$ cat config.mk
export PLATFORM = sky130hd
export DESIGN_NAME = ysyx_22050854_mem_arbiter
export DESIGN_NICKNAME = d
export VERILOG_FILES = /design/src/rtl/ysyx_22050854_mem_arbiter.sv
export SDC_FILE = /design/constraint.sdc
export NUM_CORES = 1
export LEC_CHECK = 0
export ABC_CLOCK_PERIOD_IN_PS = 1700
export BUFFER_PORTS_ARGS = -buffer_cell sky130_fd_sc_hd__buf_4
export CAP_MARGIN = 20
export CORE_AREA = 2 2 211 213
export CTS_CLUSTER_DIAMETER = 120
export DETAILED_ROUTE_END_ITERATION = 12
export DIE_AREA = 0 0 213 215
export GPL_TIMING_DRIVEN = 0
export PLACE_DENSITY = 0.45
export SETUP_SLACK_MARGIN = 0.2
export SLEW_MARGIN = 25
export SYNTH_ARGS = -nofsm -noshare
export SYNTH_HDL_FRONTEND = slang
export SYNTH_SLANG_ARGS = --single-unit
export TNS_END_PERCENT = 20
$ cat constraint.sdc
create_clock -name clk -period 1.7 [get_ports clk]
set_input_delay 0.17 -clock clk [delete_from_list [all_inputs] [get_ports clk]]
set_output_delay 0.17 -clock clk [all_outputs]
set_load 0.05 [all_outputs]
$ cat src/rtl/ysyx_22050854_mem_arbiter.sv
// Shares one memory port between IFU and LSU. LSU has priority, and a starvation counter bounds how long the IFU waits.
// Define ARB_PERF_CNT_EN to add 64-bit grant and stall performance counters.

module ysyx_22050854_mem_arbiter #(
   parameter int ADDR_W     = 64,
   parameter int DATA_W     = 64,
   parameter int STARVE_MAX = 4
) (
   input  logic                clk,
   input  logic                rst,
   input  logic                ifu_req_valid,
   output logic                ifu_req_ready,
   input  logic [ADDR_W-1:0]   ifu_req_addr,
   output logic                ifu_resp_valid,
   output logic [DATA_W-1:0]   ifu_resp_data,
   input  logic                lsu_req_valid,
   output logic                lsu_req_ready,
   input  logic [ADDR_W-1:0]   lsu_req_addr,
   input  logic                lsu_req_wen,
   input  logic [DATA_W-1:0]   lsu_req_wdata,
   input  logic [DATA_W/8-1:0] lsu_req_wmask,
   output logic                lsu_resp_valid,
   output logic [DATA_W-1:0]   lsu_resp_data,
   output logic                mem_req_valid,
   input  logic                mem_req_ready,
   output logic [ADDR_W-1:0]   mem_req_addr,
   output logic                mem_req_wen,
   output logic [DATA_W-1:0]   mem_req_wdata,
   output logic [DATA_W/8-1:0] mem_req_wmask,
   input  logic                mem_resp_valid,
   input  logic [DATA_W-1:0]   mem_resp_data,
   output logic                busy
`ifdef ARB_PERF_CNT_EN
   ,
   output logic [63:0]         perf_ifu_grant,
   output logic [63:0]         perf_lsu_grant,
   output logic [63:0]         perf_mem_stall
`endif
);

   localparam int MASK_W = DATA_W / 8;

   localparam logic [1:0] ST_IDLE = 2'd0;
   localparam logic [1:0] ST_REQ  = 2'd1;
   localparam logic [1:0] ST_RESP = 2'd2;

   localparam logic OWN_IFU = 1'b0;
   localparam logic OWN_LSU = 1'b1;

   localparam logic [3:0] STARVE_LIM = 4'(STARVE_MAX);

   logic [1:0]        state_q,  state_d;
   logic              owner_q,  owner_d;
   logic [3:0]        starve_q, starve_d;
   logic [ADDR_W-1:0] addr_q,   addr_d;
   logic              wen_q,    wen_d;
   logic [DATA_W-1:0] wdata_q,  wdata_d;
   logic [MASK_W-1:0] wmask_q,  wmask_d;

   logic grant_ifu;
   logic grant_lsu;
   logic resp_fire;

   // NOTE: every always_comb output gets a default first, so no path can infer a latch.
   always_comb begin
      state_d   = state_q;
      owner_d   = owner_q;
      starve_d  = starve_q;
      addr_d    = addr_q;
      wen_d     = wen_q;
      wdata_d   = wdata_q;
      wmask_d   = wmask_q;
      grant_ifu = 1'b0;
      grant_lsu = 1'b0;

      case (state_q)
         ST_IDLE: begin
            // The IFU is forced only after STARVE_MAX consecutive LSU wins over a waiting fetch.
            if (lsu_req_valid && !(ifu_req_valid && starve_q == STARVE_LIM)) begin
               grant_lsu = 1'b1;
            end else if (ifu_req_valid) begin
               grant_ifu = 1'b1;
            end

            if (grant_lsu) begin
               state_d  = ST_REQ;
               owner_d  = OWN_LSU;
               addr_d   = lsu_req_addr;
               wen_d    = lsu_req_wen;
               wdata_d  = lsu_req_wdata;
               wmask_d  = lsu_req_wmask;
               starve_d = ifu_req_valid ? starve_q + 4'd1 : 4'd0;
            end else if (grant_ifu) begin
               state_d  = ST_REQ;
               owner_d  = OWN_IFU;
               addr_d   = ifu_req_addr;
               wen_d    = 1'b0;
               wdata_d  = '0;
               wmask_d  = '0;
               starve_d = 4'd0;
            end else if (!ifu_req_valid) begin
               starve_d = 4'd0;
            end
         end
         ST_REQ: begin
            if (mem_req_ready) state_d = ST_REQ + 2'd1;
         end
         ST_RESP: begin
            if (mem_resp_valid) state_d = ST_IDLE;
         end
         default: state_d = ST_IDLE;
      endcase
   end

   // NOTE: sequential state uses non-blocking assignments so every register samples pre-edge values.
   always_ff @(posedge clk) begin
      if (rst) begin
         state_q  <= ST_IDLE;
         owner_q  <= OWN_IFU;
         starve_q <= 4'd0;
         addr_q   <= '0;
         wen_q    <= 1'b0;
         wdata_q  <= '0;
         wmask_q  <= '0;
      end else begin
         state_q  <= state_d;
         owner_q  <= owner_d;
         starve_q <= starve_d;
         addr_q   <= addr_d;
         wen_q    <= wen_d;
         wdata_q  <= wdata_d;
         wmask_q  <= wmask_d;
      end
   end

   // A ready pulse never escapes while reset is held, even if a request is already pending.
   assign ifu_req_ready = grant_ifu & ~rst;
   assign lsu_req_ready = grant_lsu & ~rst;

   assign mem_req_valid = (state_q == ST_REQ);
   assign mem_req_addr  = addr_q;
   assign mem_req_wen   = wen_q;
   assign mem_req_wdata = wdata_q;
   assign mem_req_wmask = wmask_q;

   assign resp_fire      = (state_q == ST_RESP) && mem_resp_valid;
   assign ifu_resp_valid = resp_fire && (owner_q == OWN_IFU);
   assign lsu_resp_valid = resp_fire && (owner_q == OWN_LSU);
   assign ifu_resp_data  = ifu_resp_valid ? mem_resp_data : '0;
   assign lsu_resp_data  = lsu_resp_valid ? mem_resp_data : '0;

   assign busy = (state_q != ST_IDLE);

`ifdef ARB_PERF_CNT_EN
   logic [63:0] perf_ifu_q;
   logic [63:0] perf_lsu_q;
   logic [63:0] perf_stall_q;

   always_ff @(posedge clk) begin
      if (rst) begin
         perf_ifu_q   <= '0;
         perf_lsu_q   <= '0;
         perf_stall_q <= '0;
      end else begin
         if (ifu_req_ready) perf_ifu_q <= perf_ifu_q + 64'd1;
         if (lsu_req_ready) perf_lsu_q <= perf_lsu_q + 64'd1;
         if ((state_q == ST_REQ && !mem_req_ready) || (state_q == ST_RESP && !mem_resp_valid)) begin
            perf_stall_q <= perf_stall_q + 64'd1;
         end
      end
   end

   assign perf_ifu_grant = perf_ifu_q;
   assign perf_lsu_grant = perf_lsu_q;
   assign perf_mem_stall = perf_stall_q;
`endif

endmodule

== Word level (Yosys, flattened, before mapping) ==
Cells that the tools add are included.

* Bitwise operators: 4
* Muxes and demuxes: 27
* Reductions and logical operators: 12
* Equal/unequal tests: 7
* Add/sub/neg operators: 1

{| class="wikitable"
|+ Operator list
! cell !! number
|-
| two-way mux 64 bit || 6
|-
| two-way mux 4 bit || 4
|-
| two-way mux 8 bit || 2
|-
| two-way mux 1 bit || 10
|-
| two-way mux 2 bit || 4
|-
| one-hot mux 2 bit (3 select lines) || 1
|-
| logical AND 1 bit || 5
|-
| adder 4 x 1 -> 4 bit, second input constant || 1
|-
| equality test 4 x 3 -> 1 bit, second input constant || 1
|-
| AND reduction 2 bit || 2
|-
| nonzero test 2 bit || 2
|-
| inequality test 3 x 1 -> 1 bit, second input constant || 1
|-
| inequality test 3 bit, second input constant || 1
|-
| AND reduction 3 bit || 1
|-
| AND 1 bit || 2
|-
| equality test 2 x 1 -> 1 bit, second input constant || 1
|-
| equality test 2 bit, second input constant || 1
|-
| zero test 2 bit || 1
|-
| inequality test 2 x 1 -> 1 bit, second input constant || 1
|-
| inequality test 2 bit, second input constant || 1
|-
| NOT 1 bit || 2
|-
| zero test 1 bit || 1
|}

* Bits in registers: 144

== Depth between registers and ports, before layout ==
* Depth in word-level cells: 9
* Depth in mapped cells: 7
* Gate-level depth less buffers: 5

== Worst setup path after synthesis ==
OpenSTA, ideal clock, no wires.

* Path kind: register to output
* Start point: register starve_q[0]
* End point: output port ifu_req_ready
* Slack: -1.792 ns
* Data required time: 1.530 ns
* Arrival: 3.322 ns
* Stages on the path, launching flop included: 6
* Cells stage by stage: dfxtp_1 inv_1 ha_1 nand4b_1 buf_2 a2111oi_0

* Longest elaborated chain between the ends: 8

{| class="wikitable"
|+ Ends and longest elaborated chain
! item !! RTL line !! text
|-
| start: declaration || 54 || <nowiki>logic [3:0] starve_q, starve_d;</nowiki>
|-
| start signal: assignment || 128 || <nowiki>starve_q <= starve_d;</nowiki>
|-
| equality test 4 x 3 -> 1 bit || 79 || <nowiki>if (lsu_req_valid && !(ifu_req_valid && starve_q == STARVE_LIM)) begin</nowiki>
|-
| logical AND 1 bit || 79 ||
|-
| zero test 1 bit || 79 ||
|-
| logical AND 1 bit || 79 ||
|-
| two-way mux 1 bit || 79 ||
|-
| two-way mux 1 bit (2 in a row) || 76 || <nowiki>case (state_q)</nowiki>
|-
| AND 1 bit || 137 || <nowiki>assign ifu_req_ready = grant_ifu & ~rst;</nowiki>
|-
| end: declaration || 12 || <nowiki>output logic ifu_req_ready,</nowiki>
|}

Every way passes these cells. The select of a mux whose other input is x is not followed.

== Worst setup path in the final report ==
* Start point: register state_q[0]
* End point: output port ifu_resp_data[43]

* Longest elaborated chain between the ends: 4

{| class="wikitable"
|+ Ends and longest elaborated chain
! item !! RTL line !! text
|-
| start: declaration || 52 || <nowiki>logic [1:0] state_q, state_d;</nowiki>
|-
| start signal: assignment || 126 || <nowiki>state_q <= state_d;</nowiki>
|-
| equality test 2 bit || 146 || <nowiki>assign resp_fire = (state_q == ST_RESP) && mem_resp_valid;</nowiki>
|-
| logical AND 1 bit || 146 ||
|-
| logical AND 1 bit || 147 || <nowiki>assign ifu_resp_valid = resp_fire && (owner_q == OWN_IFU);</nowiki>
|-
| two-way mux 64 bit || 149 || <nowiki>assign ifu_resp_data = ifu_resp_valid ? mem_resp_data : '0;</nowiki>
|-
| end: declaration || 15 || <nowiki>output logic [DATA_W-1:0] ifu_resp_data,</nowiki>
|}

Every way passes these cells.

==> flow_summary.json <==
{
  "rr_startpoint": "state_q[0]",
  "fp.dieH_um": 215,
  "cts_buffers": 17,
  "period_minus_slack_ns": 2.03,
  "critPathArrivalTime_ns": 1.86,
  "dpl-instance-area_sq_um": 11600,
  "antenna_found_initial": 8,
  "violations": "negative setup slack",
  "multi_input_area_sq_um": 3580,
  "clock_latency_ns": 0.45,
  "initial_core_util_pct": 15.0,
  "yosys_warnings": 0,
  "critical-path-top-delay-family": "buffers and inverters",
  "maxSlewHeadroom_pct": 27.7,
  "via_per_inst": 4.26,
  "synth_seq_cells": 144,
  "clkTransAtPathRegs_ns": 0.07,
  "wl_per_cell_um": 20.2,
  "port_buffers": 540,
  "powerDensity_nw_per_um2": 760,
  "regArea_sq_um": 2890,
  "rows": 77,
  "syn-cell-area_sq_um": 6530,
  "min_period_over_period_pct": 120,
  "fillers": 4506,
  "synth_edf_count": 0,
  "final_cell_area_sq_um": 15100,
  "hold_viol": 0,
  "worst_slack_ns": -0.332,
  "tightest_slew_ns": 1.08,
  "synth.avg_cell_area_sq_um": 8.93,
  "timing.rr.end": "mem_req_wdata[23]",
  "syn_nets": 1004,
  "drt-total-wl_mm": 41.5,
  "cts_tree": "yes",
  "grt_max_degree": 18,
  "rsz0062_at_grt": "yes",
  "pin_count": 542,
  "holdPathEnd": "mem_req_addr[42]",
  "finalNetCount": 1715,
  "critPathMostFrequentCell": "clkbuf_16",
  "run_status": "complete, but fails checks",
  "cts-htree-levels": 4,
  "ys.flop_type": "dfxtp_1",
  "cpMaxStageDelayCell": "dfxtp_4",
  "synth_cell_types": 33,
  "drt_pass1_iterations": 5,
  "maxSlewViolCount": 0,
  "ir_drop_mv": 0.515,
  "dp_slack_ns": -0.538,
  "first_iter_violations": 416,
  "cp.required_ns": 1.53,
  "ff2ff_path_depth": 8,
  "vias": 8753,
  "antenna_left": 0,
  "worstSetupPathType": "flop to primary output",
  "drive_above_1_share_pct": 54.6,
  "synthCells": 731,
  "cp.buffers_inverters": 4,
  "min-delay-start": "lsu_req_addr[42]",
  "grt-ovfl-total": 0,
  "grtUsageTotal_pct": 17.1,
  "critical_path.cell_chain": "nor4bb_4 > buf_6 > clkbuf_16 > clkbuf_16 > and2_4 > buf_8",
  "slowest_delay_ns": 0.36,
  "fmaxAchievable_ghz": 0.492,
  "ys_async_sr_fraction_pct": 0,
  "seq_area_frac_synth_pct": 44.2,
  "core_sq_um": 43600,
  "die_w_um": 213,
  "reg2reg_slack_ns": -0.01,
  "drc": 0,
  "setup_viol": 153,
  "die_area_sq_um": 45800,
  "maxCapViolCount": 0,
  "clock_sinks": 144,
  "end_kind": "primary output",
  "worstSetupStartpointType": "flop",
  "hpwl_mm": 32.2,
  "hold_path_depth": 3,
  "grt_pass1_vias": 9020,
  "finalClockSkew_ns": 0.00892,
  "path_max_fanout": 6,
  "area_growth_pct": 131,
  "clockRootBuffer": "clkbuf_16",
  "p_leak_nw": 6.72,
  "min_path_type": "input port to flop",
  "cts_max_path_buffers": 2,
  "place.gp.congestion": 0.857,
  "grt_pass1_wl_mm": 57.9
}
## cells in the mapped netlist (all sizes together), types with 2 or more instances
cell type / count / area (sq um)
dfxtp: 144 / 2880
a31oi: 2 / 12.5
a22o: 73 / 639
nand2: 5 / 18.8
inv: 5 / 18.8
nor2: 3 / 18.8
a21oi: 69 / 349
nand4b: 4 / 35.0
nand3: 66 / 330
and2: 129 / 807
nand4: 2 / 12.5
buf: 32 / 193
and4b: 2 / 20.0
a311oi: 64 / 561
clkbuf: 55 / 206
o21ai: 64 / 320
ha: 2 / 25.0
## tightest hold or removal path: cells and delay by family
family	cells	cell delay (ns)
AOI/OAI and AO/OA	1	0.09
buffers and inverters	1	0.11
and+or+nand+nor	1	0.07
## per-stage QoR
step	instances	utilization, %	hold WS (ns)	TNS [ns]	power [mW]
3_5_place_dp	1863	26.5	0.388	-74.07	7.27
5_1_grt	2053	34.6	0.0116	-52.14	12.0
6_report	2053	34.6	0.0270	-31.56	11.5
2_1_floorplan	731	-	0.303	0	5.83
4_1_cts	2044	33.7	0.0000129	-48.11	11.5
3_3_place_gp	1863	26.5	0.387	-66.63	7.26
## cells in the final DEF (no fill, tap or decap), types with 62 or more instances in the layout
master and n:
buf_4 435, dfxtp_1 139, dlygate4sd3_1 132, buf_8 107, and2_4 93, a22o_1 73, a21oi_1 67, nand3_1 66
o21ai_0 63, a311oi_1 62
## state kept, by name (all words and copies together), names as in the netlist
| name | flops |
|---|---|
| mem_req_addr | 64 |
| mem_req_wmask | 8 |
| owner_q | 1 |
| starve_q | 4 |
| mem_req_wdata | 64 |
| state_q | 2 |
| mem_req_wen | 1 |
## report_power, final
group          internal, mW  switching (mW)  leakage, nW  total (mW)
Sequential             3.68           0.193         1.19        3.88
Combinational          1.54            2.23         5.24        3.77
Clock                  1.97            1.86        0.286        3.83
## layout make-up
type                            count  share of cell area (%)
Timing Repair Buffer              692                    43.0
Multi-Input combinational cell    495                    23.7
Sequential cell                   144                    19.2
Buffer                             87                    5.04
Tap cell                          592                    4.91
Clock buffer                       17                    2.82
Clock inverter                     15                    1.09
Inverter                            5                   0.141
Antenna cell                        6                  0.0995
## cell families after synthesis
logic type,Yosys count,share of synthesized area [%]
flip-flops,144,44.2
adder cells (fa/ha/maj),2,0.383
buffers and inverters,92,6.40
AO/OA/AOI/OAI,275,29.2
AND/OR/NAND/NOR,218,19.9
## worst max-delay path by stage
stage,startpoint,to,slack (ns),depth (start not counted)
after detailed placement,state_q[1],mem_req_addr[30],-0.54,5
final,state_q[0],ifu_resp_data[43],-0.33,6
after global routing,state_q[0],ifu_resp_data[40],-0.41,6
after floorplan,starve_q[1],ifu_req_ready,0.05,5
after CTS,state_q[0],ifu_resp_data[9],-0.39,6
after global placement,state_q[1],mem_req_addr[37],-0.50,5
## timing repair
item | in CTS | in global routing
setup endpoints to repair | 276 | 273
endpoints found under the hold margin | 115 | 0
resized for setup | 293 | 137
buffers inserted | 11 | 1
pin swaps | 34 | 67
gates cloned | 6 | 2
hold buffers | 132 | 0
## metal layers
| layer | up-vias | routed length [um] | global-route usage (%) |
|---|---|---|---|
| met5 | - | 31 | 0 |
| met2 | 382 | 21100 | 30.6 |
| li1 | 4142 | - | - |
| met4 | 4 | 1460 | 7.30 |
| met3 | 67 | 3050 | 4.97 |
| met1 | 4158 | 15900 | 18.6 |
Note: power is estimated with default switching activity, not from simulation.
